$ cat src/rtl/bus_txn_initiator.sv
// Initiator end of the req/rw/ack/done bus handshake with per-transaction timeout and status.
// Define BUS_TXN_INITIATOR_RETRY_EN to reissue timed-out commands after an idle gap.
module bus_txn_initiator #(
    parameter int TIMEOUT_CYCLES = 16,
    parameter int MAX_RETRY      = 2,
    parameter int GAP_CYCLES     = 4
) (
    input  logic       clk,
    input  logic       rst_n,
    input  logic       cmd_valid,
    input  logic       cmd_rw,
    output logic       cmd_ready,
    output logic       req,
    output logic       rw,
    input  logic       ack,
    input  logic       busy,
    input  logic       done,
    input  logic       data_valid,
    output logic       rsp_valid,
    output logic       rsp_ok,
    output logic       rsp_timeout,
    output logic [7:0] txn_count,
    output logic [7:0] err_count
);

`ifdef BUS_TXN_INITIATOR_RETRY_EN
    typedef enum logic [2:0] {
        S_IDLE = 3'd0,
        S_REQ  = 3'd1,
        S_WAIT = 3'd2,
        S_RSP  = 3'd3,
        S_GAP  = 3'd4
    } state_t;
    logic [7:0] r_retry;
`else
    typedef enum logic [1:0] {
        S_IDLE = 2'd0,
        S_REQ  = 2'd1,
        S_WAIT = 2'd2,
        S_RSP  = 2'd3
    } state_t;
    logic [7:0] w_unused_cfg;
    assign w_unused_cfg = 8'(MAX_RETRY + GAP_CYCLES);
`endif

    state_t     r_state;
    logic [7:0] r_timer;
    logic       r_req;
    logic       r_rw;
    logic       r_rsp_valid;
    logic       r_rsp_ok;
    logic       r_rsp_timeout;
    logic [7:0] r_txn_count;
    logic [7:0] r_err_count;
    logic       w_timer_end;
    logic       w_timeout;
    logic       w_unused_busy;

    // The responder's busy flag is observed by the host side only.
    assign w_unused_busy = busy;

    // done outranks both ack and the timer, so a completing transaction never times out.
    assign w_timer_end = (r_timer == 8'(TIMEOUT_CYCLES - 1));
    assign w_timeout   = w_timer_end && !done &&
                         (((r_state == S_REQ) && !ack) || (r_state == S_WAIT));

    assign cmd_ready   = (r_state == S_IDLE);
    assign req         = r_req;
    assign rw          = r_rw;
    assign rsp_valid   = r_rsp_valid;
    assign rsp_ok      = r_rsp_ok;
    assign rsp_timeout = r_rsp_timeout;
    assign txn_count   = r_txn_count;
    assign err_count   = r_err_count;

    // NOTE: every state register uses non-blocking assignment so all of them
    // update from the same pre-edge values, independent of statement order.
    always_ff @(posedge clk or negedge rst_n) begin
        if (!rst_n) begin
            r_state       <= S_IDLE;
            r_timer       <= '0;
            r_req         <= 1'b0;
            r_rw          <= 1'b0;
            r_rsp_valid   <= 1'b0;
            r_rsp_ok      <= 1'b0;
            r_rsp_timeout <= 1'b0;
            r_txn_count   <= '0;
            r_err_count   <= '0;
`ifdef BUS_TXN_INITIATOR_RETRY_EN
            r_retry       <= '0;
`endif
        end else if (w_timeout) begin
            r_req   <= 1'b0;
            r_timer <= '0;
`ifdef BUS_TXN_INITIATOR_RETRY_EN
            if (r_retry < 8'(MAX_RETRY)) begin
                r_retry <= r_retry + 8'd1;
                r_state <= S_GAP;
            end else begin
                r_rsp_valid   <= 1'b1;
                r_rsp_ok      <= 1'b0;
                r_rsp_timeout <= 1'b1;
                r_state       <= S_RSP;
            end
`else
            r_rsp_valid   <= 1'b1;
            r_rsp_ok      <= 1'b0;
            r_rsp_timeout <= 1'b1;
            r_state       <= S_RSP;
`endif
        end else begin
            case (r_state)
                S_IDLE: begin
                    if (cmd_valid) begin
                        r_rw    <= cmd_rw;
                        r_req   <= 1'b1;
                        r_timer <= '0;
`ifdef BUS_TXN_INITIATOR_RETRY_EN
                        r_retry <= '0;
`endif
                        r_state <= S_REQ;
                    end
                end
                S_REQ: begin
                    if (done) begin
                        // done without ack is a protocol error regardless of data_valid.
                        r_req         <= 1'b0;
                        r_rsp_valid   <= 1'b1;
                        r_rsp_ok      <= ack && (data_valid == r_rw);
                        r_rsp_timeout <= 1'b0;
                        r_state       <= S_RSP;
                    end else if (ack) begin
                        r_req   <= 1'b0;
                        r_timer <= '0;
                        r_state <= S_WAIT;
                    end else begin
                        r_timer <= r_timer + 8'd1;
                    end
                end
                S_WAIT: begin
                    if (done) begin
                        r_rsp_valid   <= 1'b1;
                        r_rsp_ok      <= (data_valid == r_rw);
                        r_rsp_timeout <= 1'b0;
                        r_state       <= S_RSP;
                    end else begin
                        r_timer <= r_timer + 8'd1;
                    end
                end
                S_RSP: begin
                    r_rsp_valid <= 1'b0;
                    if (r_txn_count != 8'hFF) r_txn_count <= r_txn_count + 8'd1;
                    if (!r_rsp_ok && (r_err_count != 8'hFF)) r_err_count <= r_err_count + 8'd1;
                    r_state <= S_IDLE;
                end
`ifdef BUS_TXN_INITIATOR_RETRY_EN
                S_GAP: begin
                    if (r_timer == 8'(GAP_CYCLES - 1)) begin
                        r_req   <= 1'b1;
                        r_timer <= '0;
                        r_state <= S_REQ;
                    end else begin
                        r_timer <= r_timer + 8'd1;
                    end
                end
`endif
                default: r_state <= S_IDLE;
            endcase
        end
    end

endmodule

$ cat config.mk
export PLATFORM = sky130hd
export DESIGN_NAME = bus_txn_initiator
export DESIGN_NICKNAME = d
export VERILOG_FILES = /design/src/rtl/bus_txn_initiator.sv
export SDC_FILE = /design/constraint.sdc
export NUM_CORES = 1
export LEC_CHECK = 0
export BUFFER_PORTS_ARGS = -buffer_cell sky130_fd_sc_hd__buf_2
export CELL_PAD_IN_SITES_DETAIL_PLACEMENT = 2
export CELL_PAD_IN_SITES_GLOBAL_PLACEMENT = 2
export CORE_MARGIN = 2
export CORE_UTILIZATION = 30
export DETAILED_ROUTE_END_ITERATION = 6
export PLACE_DENSITY_LB_ADDON = 0.1
export SETUP_SLACK_MARGIN = 0.02
export SLEW_MARGIN = 10
export SYNTH_ARGS = -nofsm -noshare
export SYNTH_HDL_FRONTEND = slang
export SYNTH_SLANG_ARGS = --single-unit
$ cat constraint.sdc
create_clock -name clk -period 2.1 [get_ports clk]
set_clock_uncertainty 0.05 [all_clocks]
set_input_delay 0.315 -clock clk [delete_from_list [all_inputs] [get_ports clk]]
set_output_delay 0.315 -clock clk [all_outputs]
set_load 0.02 [all_outputs]
Word level (Yosys, flattened, before mapping) --
Cells that the tools add are included.
Operators by class: bitwise gates (word level) 1, reduce and logical (&&, ||, !) cells 26, equality and inequality tests 14, muxes and demuxes 27, $add $sub $neg 3
Operator list (count):
- $mux 8 | 5
- $add 8x1->8 const B | 3
- $pmux 8 s3 | 1
- $reduce_and 3->1 | 6
- $ne 8x8->1 const B | 2
- $mux 1 | 12
- $ne 3x3->1 const B | 4
- $mux 2 | 5
- $reduce_bool 3->1 | 3
- $eq 8x4->1 const B | 1
- $pmux 2 s4 | 1
- $pmux 1 s2 | 3
- $logic_and 1x1->1 | 5
- $eq 2x2->1 const B | 2
- $ne 4x4->1 const B | 1
- $reduce_and 2->1 | 2
- $reduce_and 4->1 | 1
- $reduce_bool 2->1 | 2
- $reduce_bool 4->1 | 1
- $logic_not 1->1 | 3
- $ne 3x1->1 const B | 1
- $ne 3x2->1 const B | 1
- $eq 2x1->1 const B | 1
- $logic_not 2->1 | 1
- other kinds (4) | 4
Storage, ports and cells: output and inout port bits 22, flip-flop bits (word level) 31

Depth between registers and ports, before layout --
Gate-level depths: netlist of the first run.
depth in word-level cells 6, mapped depth 7

Least setup slack after synthesis of the first run --
No wires, ideal clock.
path type flip-flop to flip-flop, start register r_state[1], end register r_timer[1], arrival time 1.772 ns, setup time 0.125 ns, buffers on the path 0, required time 1.925 ns, cell stages (with the launch flop) 7, path slack 0.153 ns, cells stage by stage dfrtp_1 -> inv_1 -> ha_1 -> and2b_1 -> o2111ai_4 -> a221oi_4 -> mux2_4
Between the ends: word-level cells in the longest chain between the ends 6
Ends and longest elaborated chain:
- from (decl) | line 46 | state_t r_state;
- from (signal assigned) | line 80 | r_state <= S_IDLE;
- from (signal assigned) | line 109 | r_state <= S_RSP;
- from (signal assigned) | line 121 | r_state <= S_REQ;
- $eq 2x1->1 | line 65, 112
- $logic_and 1x1->1 | line 65 | (((r_state == S_REQ) && !ack) || (r_state == S_WAIT));
- $logic_or 1x1->1 | line 65
- $logic_and 1x1->1 | line 64 | assign w_timeout = w_timer_end && !done &&
- $ne 3x3->1 (no line) (tied with other cells)
- $reduce_and 4->1 (no line)
- to (signal assigned) | line 137 | r_timer <= r_timer + 8'd1;
- to (signal assigned) | line 147 | r_timer <= r_timer + 8'd1;
- to (decl) | line 47 | logic [7:0] r_timer;
Several ways; a longest one is shown, not always the timed one. A chain may end at the register's enable or synchronous reset.

Worst setup path after layout of the first run --
start register r_state[0], end register r_state[1]
Between the ends: word-level cells in the longest chain between the ends 6
Ends and longest elaborated chain (line):
- $eq 2x1->1 | 65, 112
- $logic_and 1x1->1 | 65
- $logic_or 1x1->1 | 65
- $logic_and 1x1->1 | 64
- $ne 4x4->1 (no line) (tied with other cells)
- $reduce_and 3->1 (no line)
Several ways; a longest one is shown, not always the timed one.

==> flow_metrics.env, run 1 <==
export IMPL_total_overflow_reported_by_the_global_router=0
export IMPL_cts_htree_levels=2
export IMPL_postSynth_asyncResetShare=1.00
export IMPL_leakage_nw=1.05
export IMPL_peak_supply_drop_v=0.000468
export IMPL_avgRoutedWirePerCell_um=16.6
export IMPL_place_detailed_hpwl_um=3650
export IMPL_netlist_instances=170
export IMPL_worstPathRequired_ns=2.23
export IMPL_grt_first_pass_wirelength_um=8390
export IMPL_area_growth_pct=30.3
export IMPL_setup_crit_end_kind="flip-flop"
export IMPL_drtPass1Iterations=4
export IMPL_drive_above_1_share=0.345
export IMPL_worst_r2r_setup_slack_ns=0.14
export IMPL_cts_root_to_sink_buffers=2
export IMPL_layout_worst_path_cycle_share=0.934
export IMPL_routed_wl_um=4950
export IMPL_layout_commonest_cell="dfrtp_1"
export IMPL_totalNegativeSetupSlack_ns=0
export IMPL_antenna_found_initial=0
export IMPL_synth_area_leaders="dfrtp_1 44%, xnor2_1 5.9%, ha_1 5.6%"
export IMPL_worstSkewPairLatency_ns=0.29
export IMPL_start_to_end_type_of_the_worst_setup_path="reg -> reg"
export IMPL_net_switching_power_of_the_design_mw=1.36
export IMPL_timing_hold_worst_class="in -> async"
export IMPL_max_cap_viol_count=0
export IMPL_initial_core_util=0.305
export IMPL_clkPwrFrac=0.193
export IMPL_cts_reportedPaths_clkPinSlew_ns=0.08
export IMPL_synth_top_area_frac=0.437
export IMPL_route_vias_total=1557
export IMPL_cts_root_buffer_cell="clkbuf_8"
export IMPL_hold_viol=0
export IMPL_core_area_um2=5820
export IMPL_timing_max_slew_rel_slack=0.503
export IMPL_power_density_nw_per_um2=1410
export IMPL_antenna_cells_inserted=0
export IMPL_intPower_mw=1.91
export IMPL_timing_fmax_ghz=0.510
export IMPL_synth_sequential_area_ratio=0.437
export IMPL_p_comb_frac=0.502
export IMPL_port_buffers=28
export IMPL_ys_seq_elements=31
export IMPL_crit_arrival_ns=2.09
export IMPL_ys_warn_count=0
export IMPL_io_pins=30
export IMPL_sw_frac_of_total=0.416
export IMPL_critical_path_slowest_cell="dfrtp_2"
export IMPL_die_w_um=80.9
export IMPL_crit_path_max_incr_delay_ns=0.44
export IMPL_largest_net_degree_at_the_start_of_global_routing=32
export IMPL_ys_dominant_reg_cell="dfrtp_1"
export IMPL_cts_num_sinks=31
export IMPL_timing_critical_path_fanout_max=5
export IMPL_die_y_um=80.9
export IMPL_crit_path_start_kind="flip-flop"
export IMPL_total_design_power_mw=3.27
export IMPL_route_detailed_drc=0
export IMPL_synth_edff_count=0
export IMPL_grt_total_usage=0.164
export IMPL_row_count=28
export IMPL_mostFrequentLayoutCells="30 x dfrtp_1, 28 x buf_2, 23 x buf_4, 12 x nand3_1, 12 x xnor2_1"
export IMPL_syn_area_per_cell_um2=10.4
export IMPL_critical_path_n_buffers_inverters=0
export IMPL_number_of_global_route_vias_before_repair=1689
export IMPL_run_status="finished, final reports clean"
export IMPL_synth_net_count=186
export IMPL_cts_tree="yes"
export IMPL_path_delay_family="compound AO/OA/AOI/OAI gates"
export IMPL_synthesis_area_um2=1780
export IMPL_synthDistinctLibCells=42
export IMPL_via_per_inst=5.22
export IMPL_number_of_buffers_inserted_during_clock_tree_synthesis=5
export IMPL_finalCriticalPeriod_ns=1.96
export IMPL_die_area_um2=6550
export IMPL_seqPwrFrac=0.305
export IMPL_worstMarginPinSlew_ns=0.745
export IMPL_slew_viol_final=0
export IMPL_synth_top_cell_by_area="dfrtp_1"
export IMPL_crit_path_cell_trace="ha_2 -> and2b_2 -> o2111ai_4 -> a21boi_0 -> mux2_2"
export IMPL_routed_antenna_nets=0
export IMPL_rsz0062_at_grt="true"
export IMPL_final_nets=238
export IMPL_finalSetupViolCount=0
export IMPL_drt_initial_drc_count=20
export IMPL_gpl_final_weighted_congestion=0.783
==> metrics by stage <==
step / hold slack (ns) / instance area [µm²] / std cells / utilization / setup slack [ns]
6_report: 0.0349 / 2310 / 298 / 0.398 / 0.138
3_3_place_gp: 0.365 / 2130 / 285 / 0.367 / 0.0994
2_1_floorplan: -0.0306 / 1780 / 170 / - / 0.153
5_1_grt: 0.0876 / 2310 / 298 / 0.398 / 0.0170
3_5_place_dp: 0.378 / 2130 / 285 / 0.367 / -0.00200
4_1_cts: 0.0572 / 2280 / 296 / 0.392 / 0.0228
==> cell families after synthesis <==
family                     synth area share
buffers and inverters                0.0331
DFF                                   0.437
adders and majority gates            0.0564
AOI/OAI and AO/OA                     0.152
muxes                                0.0451
xor gates and xnor gates             0.0691
and+or+nand+nor                       0.207
==> cell usage after synthesis (all sizes together) (2+ instances only) <==
cell     n
nor2     4
and4     2
clkbuf   4
a21boi   2
o21ai    4
nor2b    2
or2      2
nand3   13
a31oi    8
nand2   10
and3     9
nand4    8
mux2i    2
buf      3
a21oi    3
mux2     5
xnor2   12
inv      7
ha       8
a41oi    6
xor2     2
nand2b   4
nand3b   2
dfrtp   31
nor3     3
==> worst paths after layout <==
path | from | cells after the start | end
worst min register to register | rsp_timeout | 2 | rsp_timeout
max in group asynchronous | rst_n | 1 | r_state[0]
worst min-delay path | rst_n | 1 | r_state[1]
min in group clk | cmd_rw | 2 | rw
worst max-delay path | r_state[0] | 5 | r_state[1]
worst max register to register | r_state[0] | 5 | r_state[1]
==> cell type report <==
type / count / area (µm²)
Clock inverter: 2 / 35.0
Clock buffer: 6 / 82.6
Sequential cell: 31 / 777
Timing Repair Buffer: 52 / 333
Tap cell: 75 / 93.8
Inverter: 7 / 26.3
Fill cell: 667 / 3500
Multi-Input combinational cell: 125 / 966
==> flip-flops by register name (all words and copies together) (netlist names) <==
name         count
err_count        8
r_state          2
r_timer          8
req              1
rsp_ok           1
rsp_timeout      1
rsp_valid        1
rw               1
txn_count        8
==> power groups by stage <==
stage | logic [mW] | clock network [mW] | registers [mW]
global placement | 1.51 | 0 | 0.997
CTS | 1.61 | 0.647 | 1.01
floorplan | 0.822 | 0 | 1.16
detailed placement | 1.57 | 0 | 1.02
finish | 1.64 | 0.631 | 0.999
global route | 1.81 | 0.676 | 1.04
==> worst register-to-register path: stages (launching register included) <==
cell	delay [ns]
dfrtp_2	0.44
ha_2	0.20
and2b_2	0.22
o2111ai_4	0.30
a21boi_0	0.28
mux2_2	0.36
==> per-layer routing <==
| layer | vias up | GRT usage | routed length, µm |
|---|---|---|---|
| met4 | 0 | 0.0407 | 46 |
| met1 | 800 | 0.219 | 2310 |
| met3 | 6 | 0.0378 | 147 |
| met5 | - | 0 | 0 |
| li1 | 730 | - | - |
| met2 | 21 | 0.269 | 2450 |
==> what timing repair did <==
action                                  in CTS  in global routing
resized for setup                            1                  7
endpoints found under the setup margin       2                 15
pin swaps                                    1                  3
hold buffers                                 0                  0
setup buffers                                3                  3
Power figures use the tool's default switching activity.
==> inputs of run 2 (changes only) <==
- clock period: 2.1 -> 2.3 ns (I/O delays scaled with it)
==> run 2 against run 1 <==
  * Register-to-register slack improved by 0.02 ns
  * Sequential power decreased by 8.2%
  * Sequential cell count unchanged
  * Final area decreased by 6.4%
  * Fmax decreased by 8.5%
==> flow_metrics.env, run 2 (synthesis gave the netlist of run 1 again) <==
export IMPL_run_status="finished, final reports clean"
export IMPL_routed_antenna_nets=0
export IMPL_worstSkewPairLatency_ns=0.29
export IMPL_start_to_end_type_of_the_worst_setup_path="reg -> reg"
export IMPL_slew_viol_final=0
export IMPL_crit_path_start_kind="flip-flop"
export IMPL_rsz0062_at_grt="false"
export IMPL_cts_tree="yes"
export IMPL_worstPathRequired_ns=2.42
export IMPL_timing_critical_path_fanout_max=10
export IMPL_drtPass1Iterations=4
export IMPL_mostFrequentLayoutCells="30 x dfrtp_1, 28 x buf_2, 13 x nand3_1, 12 x xnor2_1, 10 x nand2_1"
export IMPL_core_area_um2=5820
export IMPL_total_overflow_reported_by_the_global_router=0
export IMPL_drive_above_1_share=0.279
export IMPL_finalCriticalPeriod_ns=2.14
export IMPL_place_detailed_hpwl_um=3360
export IMPL_cts_num_sinks=31
export IMPL_layout_worst_path_cycle_share=0.933
export IMPL_antenna_found_initial=0
export IMPL_timing_max_slew_rel_slack=0.520
export IMPL_timing_fmax_ghz=0.466
export IMPL_initial_core_util=0.305
export IMPL_port_buffers=28
export IMPL_place_worst_setup_slack_ns=0.0846
export IMPL_area_growth_pct=21.9
export IMPL_finalSetupViolCount=0
export IMPL_timing_hold_worst_class="in -> async"
export IMPL_largest_net_degree_at_the_start_of_global_routing=32
export IMPL_cts_reportedPaths_clkPinSlew_ns=0.07
export IMPL_cts_root_buffer_cell="clkbuf_8"
export IMPL_worst_r2r_setup_slack_ns=0.16
export IMPL_route_vias_total=1482
export IMPL_routed_wl_um=4760
export IMPL_drt_initial_drc_count=29
export IMPL_hold_viol=0
export IMPL_power_density_nw_per_um2=1310
export IMPL_route_detailed_drc=0
export IMPL_max_cap_viol_count=0
export IMPL_die_area_um2=6550
export IMPL_via_per_inst=5.24
export IMPL_row_count=28
export IMPL_grt_first_pass_wirelength_um=7960
export IMPL_cts_htree_levels=2
export IMPL_final_nets=223
export IMPL_die_y_um=80.9
export IMPL_worstMarginPinSlew_ns=0.721
export IMPL_timing_final_ws_setup_ns=0.155
export IMPL_number_of_buffers_inserted_during_clock_tree_synthesis=5
export IMPL_die_w_um=80.9
export IMPL_timing_hold_ws_ns=0.0586
export IMPL_io_pins=30
export IMPL_cts_root_to_sink_buffers=2
export IMPL_grt_total_usage=0.159
export IMPL_crit_arrival_ns=2.27
export IMPL_layout_commonest_cell="dfrtp_1"
export IMPL_setup_crit_end_kind="flip-flop"
export IMPL_avgRoutedWirePerCell_um=16.8
export IMPL_leakage_nw=0.967
export IMPL_gpl_final_weighted_congestion=0.804
export IMPL_totalNegativeSetupSlack_ns=0
export IMPL_number_of_global_route_vias_before_repair=1553
export IMPL_antenna_cells_inserted=0
export IMPL_fill_count=659
export IMPL_peak_supply_drop_v=0.000544
[run 2: area by class of cell]
class | count | area, µm² | share of cell area
multi-input cells | 125 | 942 | 0.435
flip-flops and latches | 31 | 777 | 0.359
repair buffers | 37 | 208 | 0.0960
well taps | 75 | 93.8 | 0.0434
clock buffers | 6 | 82.6 | 0.0382
clock inverters | 2 | 35.0 | 0.0162
inverters | 7 | 26.3 | 0.0121
[run 2: what timing repair did]
action,CTS,global route
resized for setup,0,3
hold buffers,0,0
setup buffers,0,2
endpoints found under the setup margin,0,12
[run 2: final timing paths]
path                               from      endpoint  cells after the start
max reg2reg                  r_state[1]  err_count[1]                      7
max in group asynchronous         rst_n    r_state[1]                      1
min                               rst_n    r_timer[5]                      1
min in group clk                 cmd_rw            rw                      2
min reg2reg                txn_count[6]  txn_count[6]                      1
max                          r_state[1]  err_count[1]                      7
[run 2: metrics by stage]
stage,power [mW],cells,cell area (µm²),utilization
2_1_floorplan,1.81,170,1780,-
3_3_place_gp,2.22,273,2030,0.349
3_5_place_dp,2.28,273,2030,0.349
4_1_cts,2.89,281,2150,0.369
5_1_grt,3.07,283,2160,0.372
6_report,2.84,283,2160,0.372
[run 2: report_power, final]
group	switching [mW]	internal (mW)
Combinational	0.786	0.560
Sequential	0.197	0.720
Clock	0.230	0.351
Total	1.21	1.63
[run 2: critical path, stage by stage (launching register included)]
cell and delay, ns:
dfrtp_2 0.41, inv_1 0.08, ha_1 0.24, and2b_2 0.26, o2111ai_4 0.38, buf_4 0.18
nand3_1 0.12, mux2_2 0.32
[run 2: layer usage]
metal / track usage / vias up / wire length [µm]
met5: 0 / - / 0
met4: 0.0593 / 0 / 72
met3: 0.0322 / 5 / 161
met2: 0.261 / 22 / 2390
met1: 0.206 / 746 / 2130
li1: - / 709 / -
==> inputs of run 3 (changes only) <==
- ABC_AREA: not set -> 1
- GPL_TIMING_DRIVEN: not set -> 0
==> run 3 against run 2 <==
  * Power down 3.6%
  * Sequential cell count unchanged
  * Critical path depth up 4
  * Critical path type unchanged
  * Via count up 12%
  * Die area up 11%
  * Non-clock buffer count down 8
  * Routed wire length up 2.3%
  * Register-to-register slack better by 0.23 ns
  * Synthesized area up 11%
  * Hold slack worse by 0.0036 ns
  * Highest routed layer unchanged
==> flow_metrics.env, run 3 <==
export IMPL_ys_seq_elements=31
export IMPL_intPower_mw=1.50
export IMPL_cts_root_to_sink_buffers=2
export IMPL_worstReg2RegStart="r_state[1]"
export IMPL_drive_above_1_share=0.253
export IMPL_power_density_nw_per_um2=1180
export IMPL_final_nets=288
export IMPL_max_cap_viol_count=0
export IMPL_synth_net_count=253
export IMPL_antenna_found_initial=0
export IMPL_cts_reportedPaths_clkPinSlew_ns=0.07
export IMPL_synth_top_area_frac=0.393
export IMPL_number_of_global_route_vias_before_repair=1760
export IMPL_synthDistinctLibCells=33
export IMPL_synth_adder_area_share=0.0508
export IMPL_route_detailed_drc=0
export IMPL_synth_top_cell_by_area="dfrtp_1"
export IMPL_timing_critical_path_fanout_max=10
export IMPL_io_pins=30
export IMPL_crit_path_start_kind="flip-flop"
export IMPL_ff_latch_area_um2=776
export IMPL_cts_tree="yes"
export IMPL_totalNegativeSetupSlack_ns=0
export IMPL_synth_area_leaders="dfrtp_1 39%, nand2_1 13%, nand3_1 5.6%"
export IMPL_core_area_um2=6350
export IMPL_clkPwrFrac=0.212
export IMPL_routed_wl_um=4870
export IMPL_fill_count=742
export IMPL_sw_frac_of_total=0.453
export IMPL_worstMarginPinSlew_ns=0.723
export IMPL_cts_htree_levels=2
export IMPL_post_synth_top_cells="66 x nand2_1, 31 x dfrtp_1, 22 x nand3_1, 21 x inv_1, 15 x nor2_1"
export IMPL_number_of_buffers_inserted_during_clock_tree_synthesis=5
export IMPL_peak_supply_drop_v=0.000490
export IMPL_layout_commonest_cell="nand2_1"
export IMPL_gpl_final_weighted_congestion=0.720
export IMPL_finalCriticalPeriod_ns=1.92
export IMPL_layout_worst_path_cycle_share=0.834
export IMPL_antenna_cells_inserted=0
export IMPL_grt_first_pass_wirelength_um=8420
export IMPL_netlist_instances=237
export IMPL_avgRoutedWirePerCell_um=13.9
export IMPL_mostFrequentLayoutCells="66 x nand2_1, 31 x dfrtp_1, 28 x buf_2, 22 x nand3_1, 21 x inv_1"
export IMPL_postSynth_asyncResetShare=1.00
export IMPL_synth_compound_area_frac=0.0749
export IMPL_synth_sequential_area_ratio=0.393
export IMPL_p_comb_frac=0.484
export IMPL_synthesis_area_um2=1970
export IMPL_net_switching_power_of_the_design_mw=1.24
export IMPL_synth_simple_gate_area_share=0.349
export IMPL_ys_dominant_reg_cell="dfrtp_1"
export IMPL_die_y_um=85.1
export IMPL_drtPass1Iterations=4
export IMPL_crit_path_max_incr_delay_ns=0.44
export IMPL_worstSkewPairLatency_ns=0.29
export IMPL_rsz0062_at_grt="false"
export IMPL_timing_hold_worst_class="in -> async"
export IMPL_via_per_inst=4.75
export IMPL_path_delay_family="simple AND/OR/NAND/NOR gates"
export IMPL_start_to_end_type_of_the_worst_setup_path="reg -> reg"
export IMPL_seqPwrFrac=0.304
export IMPL_hold_viol=0
export IMPL_cts_hold_buf=0
export IMPL_die_area_um2=7240
export IMPL_row_count=29
export IMPL_timing_max_slew_rel_slack=0.518
export IMPL_route_vias_total=1661
export IMPL_slew_viol_final=0
export IMPL_synth_xor_xnor_area_share=0.0704
export IMPL_ctsResizeCount=0
export IMPL_cts_root_buffer_cell="clkbuf_8"
export IMPL_timing_fmax_ghz=0.521
export IMPL_crit_arrival_ns=2.06
export IMPL_routed_antenna_nets=0
export IMPL_initial_core_util=0.311
export IMPL_post_synth_mux_area_share=0
export IMPL_total_overflow_reported_by_the_global_router=0
export IMPL_setup_crit_end_kind="flip-flop"
export IMPL_critical_path_slowest_cell="dfrtp_1"
export IMPL_post_synth_top_count_cell="nand2_1"
export IMPL_place_worst_setup_slack_ns=0.382
export IMPL_crit_path_cell_trace="inv_1 -> ha_1 -> nand2_2 -> a21oi_2 -> nand2_4 -> nand2_8 -> nand2_8 -> inv_4 -> nand2_1 -> nand2_1 -> inv_1"
export IMPL_place_detailed_hpwl_um=3680
export IMPL_die_w_um=85.1
export IMPL_syn_area_per_cell_um2=8.32
export IMPL_worst_r2r_setup_slack_ns=0.38
export IMPL_worstPathRequired_ns=2.44
export IMPL_drt_initial_drc_count=15
export IMPL_area_taken_by_multi_input_logic_gates_um2=1070
export IMPL_finalSetupViolCount=0
export IMPL_grt_total_usage=0.147
export IMPL_dominant_combinational_cell_family_by_area_after_synthesis="simple AND/OR/NAND/NOR gates"
export IMPL_run_status="finished, final reports clean"
export IMPL_cts_repair_timing_setup_buffer_count=0
export IMPL_crit_path_start="r_state[1]"
export IMPL_timing_final_ws_setup_ns=0.381
export IMPL_largest_net_degree_at_the_start_of_global_routing=32
export IMPL_synth_edff_count=0
export IMPL_ys_warn_count=0
export IMPL_cts_num_sinks=31
export IMPL_leakage_nw=1.19
export IMPL_critical_path_n_buffers_inverters=3
export IMPL_port_buffers=28
export IMPL_area_growth_pct=18.0
[run 3: changes by cell type in the layout (fill, tap and decap cells not counted), sizes merged, moves of 8 or more]
cell | before | now
and3 | 9 | 0
buf | 37 | 29
inv | 7 | 27
nand2 | 10 | 76
nand3 | 13 | 23
nor2 | 4 | 23
o21ai | 4 | 17
xor2 | 2 | 10
[run 3: final cells by class]
cell class                 count  share of cell area
timing repair buffer          28              0.0602
tap                           77              0.0414
clock inverter                 2              0.0151
buffer                         1             0.00646
clock buffer                   6              0.0355
inverter                      27              0.0457
multi-input combinational    178               0.462
sequential                    31               0.334
[run 3: final timing paths]
check                      cells past startpoint      endpoint
min reg2reg                                    2           req
max in group asynchronous                      1  txn_count[0]
max                                           11    r_timer[4]
max reg2reg                                   11    r_timer[4]
min                                            1  err_count[6]
min in group clk                               3            rw
[run 3: layer usage]
layer	global-route usage	wire length, µm
met5	0	0
met4	0.0519	77
met1	0.189	2260
met2	0.244	2380
met3	0.0321	149
[run 3: stage by stage]
| stage | area [µm²] | util | instances | hold WS (ns) | power, mW |
|---|---|---|---|---|---|
| floorplan | 1970 | - | 237 | -0.000591 | 1.82 |
| global route | 2330 | 0.366 | 350 | 0.108 | 3.00 |
| detailed placement | 2210 | 0.348 | 342 | 0.408 | 2.20 |
| finish | 2330 | 0.366 | 350 | 0.0550 | 2.74 |
| global placement | 2210 | 0.348 | 342 | 0.404 | 2.17 |
| CTS | 2330 | 0.366 | 350 | 0.0845 | 2.81 |
[run 3: power by group through the flow]
| stage | clock [mW] | combinational (mW) | sequential, mW |
|---|---|---|---|
| CTS | 0.610 | 1.36 | 0.839 |
| global placement | 0 | 1.32 | 0.844 |
| detailed placement | 0 | 1.35 | 0.850 |
| floorplan | 0 | 0.864 | 0.955 |
| global route | 0.626 | 1.51 | 0.863 |
| finish | 0.582 | 1.33 | 0.833 |
[run 3: kinds of logic after synthesis]
logic type / count (synthesis)
adders and majority gates: 8
xor gates and xnor gates: 15
AOI/OAI and AO/OA: 25
buffers and inverters: 28
and+or+nand+nor: 130
DFF: 31
[run 3: worst reg2reg max path: cells and delay by family, from the launching register on]
family | cells | cell delay (ns)
buffers and inverters | 3 | 0.24
DFF | 1 | 0.44
and+or+nand+nor | 6 | 0.62
AOI/OAI and AO/OA | 1 | 0.19
adders and majority gates | 1 | 0.29
